### config.mk
export PLATFORM = sky130hd
export DESIGN_NAME = fifo_pack_reader
export DESIGN_NICKNAME = d
export VERILOG_FILES = /design/src/rtl/fifo_pack_reader_pkg.sv /design/src/rtl/fifo_pack_reader.sv
export SDC_FILE = /design/constraint.sdc
export NUM_CORES = 1
export LEC_CHECK = 0
export ABC_AREA = 1
export CORE_MARGIN = 3
export CORE_UTILIZATION = 40
export DETAILED_ROUTE_END_ITERATION = 10
export GPL_TIMING_DRIVEN = 0
export PLACE_DENSITY = 0.8
export REMOVE_ABC_BUFFERS = 1
export SYNTH_ARGS = -nofsm -noshare
export SYNTH_HDL_FRONTEND = slang
export SYNTH_SLANG_ARGS = --single-unit
### constraint.sdc
create_clock -name clk -period 1.85 [get_ports clk]
set_clock_uncertainty 0.2 [all_clocks]
set_input_delay 0.4625 -clock clk [delete_from_list [all_inputs] [get_ports clk]]
set_output_delay 0.4625 -clock clk [all_outputs]
set_load 0.05 [all_outputs]
### src/rtl/fifo_pack_reader_pkg.sv
// fifo_pack_reader_pkg: shared types and constants for the FIFO pack reader.
// Holds the FSM state encoding, default widths and the pop-counter width.
package fifo_pack_reader_pkg;

   localparam int DEF_DATA_WIDTH  = 4;
   localparam int DEF_PACK_FACTOR = 3;
   localparam int OUT_WIDTH       = DEF_DATA_WIDTH * DEF_PACK_FACTOR;
   localparam int POPCNT_W        = 16;

   typedef enum logic [1:0] {
      IDLE = 2'd0,
      FILL = 2'd1,
      HOLD = 2'd2
   } state_e;

endpackage

### src/rtl/fifo_pack_reader.sv
// fifo_pack_reader: pops PACK_FACTOR words from a show-ahead FIFO and packs
// them (lane 0 = first word, in the LSBs) into one wide valid/ready word.
// Ports: clk, rst_n (async, active low), clr (sync flush, drops partial pack),
//   fifo_dout/fifo_empty_n/fifo_deq (FIFO read side),
//   out_data/out_valid/out_ready (packed output), busy (pack in progress).
// Optional: define FIFO_PACK_READER_POPCNT_EN to add pop_count[15:0], a
//   wrapping count of popped words cleared by reset and clr.
module fifo_pack_reader
   import fifo_pack_reader_pkg::*;
#(
   parameter int DATA_WIDTH    = DEF_DATA_WIDTH,
   parameter int PACK_FACTOR   = DEF_PACK_FACTOR,
   parameter int COUNTER_WIDTH = 2
) (
   input  logic                              clk,
   input  logic                              rst_n,
   input  logic                              clr,
   input  logic [DATA_WIDTH-1:0]             fifo_dout,
   input  logic                              fifo_empty_n,
   output logic                              fifo_deq,
   output logic [DATA_WIDTH*PACK_FACTOR-1:0] out_data,
   output logic                              out_valid,
   input  logic                              out_ready,
`ifdef FIFO_PACK_READER_POPCNT_EN
   output logic [POPCNT_W-1:0]               pop_count,
`endif
   output logic                              busy
);

   localparam int OW = DATA_WIDTH * PACK_FACTOR;
   localparam logic [COUNTER_WIDTH-1:0] LAST =
      COUNTER_WIDTH'(PACK_FACTOR - 1);

   state_e                   state_q, state_d;
   logic [COUNTER_WIDTH-1:0] lane_q, lane_d;
   logic [OW-1:0]            data_q, data_d;
   logic                     valid_q, valid_d;

   always_comb begin
      state_d  = state_q;
      lane_d   = lane_q;
      data_d   = data_q;
      valid_d  = valid_q;
      fifo_deq = 1'b0;
      unique case (state_q)
         IDLE: begin
            // One dead cycle after reset release so the FIFO's own
            // reset-release cycle never sees a pop.
            state_d = FILL;
         end
         FILL: begin
            fifo_deq = fifo_empty_n & ~clr;
            if (fifo_deq) begin
               for (int i = 0; i < PACK_FACTOR; i++) begin
                  if (lane_q == COUNTER_WIDTH'(i)) begin
                     data_d[i*DATA_WIDTH +: DATA_WIDTH] = fifo_dout;
                  end
               end
               if (lane_q == LAST) begin
                  lane_d  = '0;
                  valid_d = 1'b1;
                  state_d = HOLD;
               end else begin
                  lane_d = lane_q + 1'b1;
               end
            end
         end
         HOLD: begin
            if (valid_q && out_ready) begin
               valid_d = 1'b0;
               state_d = FILL;
            end
         end
         default: begin
            state_d = IDLE;
         end
      endcase
      // Flush wins over any pop or handshake in the same cycle.
      if (clr) begin
         state_d = (state_q == IDLE) ? IDLE : FILL;
         lane_d  = '0;
         valid_d = 1'b0;
         data_d  = '0;
      end
   end

   always_ff @(posedge clk or negedge rst_n) begin
      if (!rst_n) begin
         state_q <= IDLE;
         lane_q  <= '0;
         data_q  <= '0;
         valid_q <= 1'b0;
      end else begin
         state_q <= state_d;
         lane_q  <= lane_d;
         data_q  <= data_d;
         valid_q <= valid_d;
      end
   end

   assign out_data  = data_q;
   assign out_valid = valid_q;
   assign busy      = (state_q != IDLE) && ((lane_q != '0) || valid_q);

`ifdef FIFO_PACK_READER_POPCNT_EN
   logic [POPCNT_W-1:0] pcnt_q, pcnt_d;

   always_comb begin
      pcnt_d = pcnt_q + POPCNT_W'(fifo_deq);
      if (clr) begin
         pcnt_d = '0;
      end
   end

   always_ff @(posedge clk or negedge rst_n) begin
      if (!rst_n) begin
         pcnt_q <= '0;
      end else begin
         pcnt_q <= pcnt_d;
      end
   end

   assign pop_count = pcnt_q;
`endif

endmodule

==> flow_summary_export.csv <==
group,metric,value,unit
synthesis,async_flop_share,1.00,
drt,viasPerCell,4.85,
place,hpwl,1400,µm
layout,nets,142,
cts,ctsHoldBuffers,0,
layout,utilization,0.614,
grt,grt_pass1_vias,744,
layout,fill_cells,185,
run_status,violations,"setup timing",
timing,grt_setup_unrepaired,"yes",
floorplanning,die_w,51.7,µm
power,p_sw,0.000602,W
floorplanning,die-area,0.00267,mm²
synthesis,synth_cell_type_count,18,
cts,cts.sinks,17,
timing,setup_viol,1,
synthesis,synth_cells,101,
synthesis,yosys.area_share.simple,0.322,
setup_path,arrival,1.22,ns
synthesis,syn_area,835,µm²
layout,diodes,0,
cts,cts_tree,"yes",
floorplanning,rows,15,
setup_path,crit_path_end_kind,"output port",
synthesis,synth-seq-cells,17,
job,cap_violations,0,
setup_path,max_stage_delay,0.41,ns
layout,multi_input_area,335,µm²
floorplanning,core-area,0.00184,mm²
grt,grt_usage,0.158,
setup_path,crit_fanout,3,
synthesis,synth_largest_area_cell,"dfrtp_1",
power,seqPwrFrac,0.366,
cts,htreeDepth,1,
timing,worst_pin_slew,0.734,ns
power,leakage,0.596,nW
synthesis,yosys.area_share.xor_xnor,0,
drt,ant_nets,0,
grt,overflow,0,
grt,grt_max_degree,18,
synthesis,synth-compound-area-share,0.0705,
setup_path,crit_type,"flip-flop to output port",
power,pwr-share-clk,0.143,
setup_path,cpMostUsedCell,"inv_2",
place,port_buffers,23,
cts,cts.clk_slew.worst_paths,0.09,ns
cts,clk_latency,0.29,ns
synthesis,avgSynthCellArea,8.26,µm²
synthesis,synth_area_leaders,"dfrtp_1 (51%), nand2_1 (13%), nand3_1 (7.8%)",
place,place_congestion,0.834,
synthesis,synth_top_area_share,0.510,
run_status,status,"complete, but fails checks",
synthesis,ys_seq_area_frac,0.510,
power,p_sw_frac,0.445,
drt,drt_wl_total,1880,µm
synthesis,synth_top_family_by_area,"simple AND/OR/NAND/NOR gates",
cts,clockBufferDepth,2,
timing,fmax,531,MHz
timing,min_period_over_period,1.02,
setup_path,crit_path_top_delay_cell,"dfrtp_1",
floorplanning,die_y,51.7,µm
timing,report.final.hold_viol_count,0,
grt,antenna_found_initial,0,
synthesis,synthAdderAreaFrac,0,
grt,grt_first_pass_wirelength,3090,µm
timing,drv_slew,0,
synthesis,synth-edff-count,0,
drt,drtIter0Drc,12,
layout,final_cell_mix,"nand2_1 (29), dfrtp_1 (15), nand3_1 (13)",
cts,cts-root-buf,"clkbuf_4",
floorplanning,io_pins,24,
setup_path,crit_chain,"inv_2 > nand3_4 > inv_4 > nand2_2 > inv_2 > buf_8",
drt,drc,0,
timing,tns,-0.0329,ns
timing,fin_ws,-0.0329,ns
synthesis,ys.flop_type,"dfrtp_1",
timing,fin_crit,1.88,ns
timing,max_slew_margin,0.509,
layout,seq_area,428,µm²
setup_path,cp-start-kind,"flip-flop",
worst_hold_path,hold_path_class,"input pin to flip-flop",
layout,syn_to_final_growth,35.2,%
drt,wl_per_cell,12.0,µm
floorplanning,start_util,0.454,
layout,mostFrequentLayoutCell,"nand2_1",
layout,drive_above_1_share,0.295,
power,power_frac_comb,0.492,
power,vdd_drop_max,725,µV
synthesis,yosys_warnings,0,
drt,vias,761,
synthesis,muxShareOfSynthArea,0,
cts,numCtsBuffers,3,
power,power_density,1200,mW/mm²
power,internal-power,0.000751,W
drt,first_pass_iters,4,
setup_path,cp.required,1.19,ns
[cell type report]
class                      count  area share
timing repair buffer          29       0.210
clock buffer                   4      0.0233
tap                           25      0.0277
multi-input combinational     65       0.297
inverter                      17      0.0632
sequential                    17       0.379
[flip-flops by register name (all words and copies together), names as in the netlist]
name       cells
lane_q         2
out_valid      1
state_q        2
out_data      12
[final timing paths]
| kind | startpoint | end | slack, ns | depth (start not counted) |
|---|---|---|---|---|
| min in group asynchronous | rst_n | out_data[6] | 0.40 | 1 |
| hold reg to reg | out_data[4] | out_data[4] | 0.31 | 2 |
| setup reg to reg | state_q[1] | lane_q[0] | 0.48 | 6 |
| setup / recovery | state_q[1] | fifo_deq | -0.03 | 6 |
| max in group asynchronous | rst_n | lane_q[0] | 0.54 | 1 |
| hold / removal | clr | lane_q[1] | 0.30 | 2 |
[cell families (layout without fill, tap and decap cells)]
kind of cell / count (synthesis) / count (layout)
AND/OR/NAND/NOR: 55 / 55
buffers and inverters: 19 / 50
flip-flops: 17 / 17
AO/OA/AOI/OAI: 10 / 10
[cell usage after synthesis (2+ instances only)]
cell type	count
nand2_1	30
nand3_1	13
nor2_1	7
a21oi_1	3
nand3_4	3
o21ai_0	4
clkinv_2	2
inv_1	13
dfrtp_1	17
[what timing repair did]
item,CTS,global route
cloned,0,0
setup endpoints to repair,15,12
pin swaps,1,0
resized for setup,46,18
buffers inserted,4,2
[through the flow]
stage | setup WS [ns] | instance area [µm²] | power (W) | hold WS (ns) | cells
2_1_floorplan | 0.0518 | 822 | 0.000916 | -0.0331 | 99
3_3_place_gp | -1.14 | 1080 | 0.00108 | 0.291 | 147
3_5_place_dp | -1.14 | 1080 | 0.00110 | 0.297 | 147
4_1_cts | -0.121 | 1140 | 0.00133 | 0.316 | 155
5_1_grt | -0.0942 | 1130 | 0.00143 | 0.318 | 157
6_report | -0.0329 | 1130 | 0.00135 | 0.297 | 157
[critical path, delay by kind of cell, from the launching register on]
kind	cells	cell delay, ns
and+or+nand+nor	2	0.14
buffers and inverters	4	0.37
DFF	1	0.41
[metal layers]
| metal | vias to the layer above | share of wire | global-route usage |
|---|---|---|---|
| met4 | 0 | 0.020 | 0.0786 |
| met5 | - | 0 | 0 |
| li1 | 378 | - | - |
| met1 | 354 | 0.44 | 0.198 |
| met2 | 24 | 0.49 | 0.258 |
| met3 | 5 | 0.041 | 0.0287 |
[power by group through the flow]
stage | clock, W | combinational (W) | sequential (W)
3_3_place_gp | 0 | 0.000580 | 0.000499
3_5_place_dp | 0 | 0.000596 | 0.000503
4_1_cts | 0.000203 | 0.000640 | 0.000492
6_report | 0.000193 | 0.000665 | 0.000494
5_1_grt | 0.000215 | 0.000718 | 0.000500
2_1_floorplan | 0 | 0.000307 | 0.000609
No activity file was read; power rests on OpenSTA's default activity.
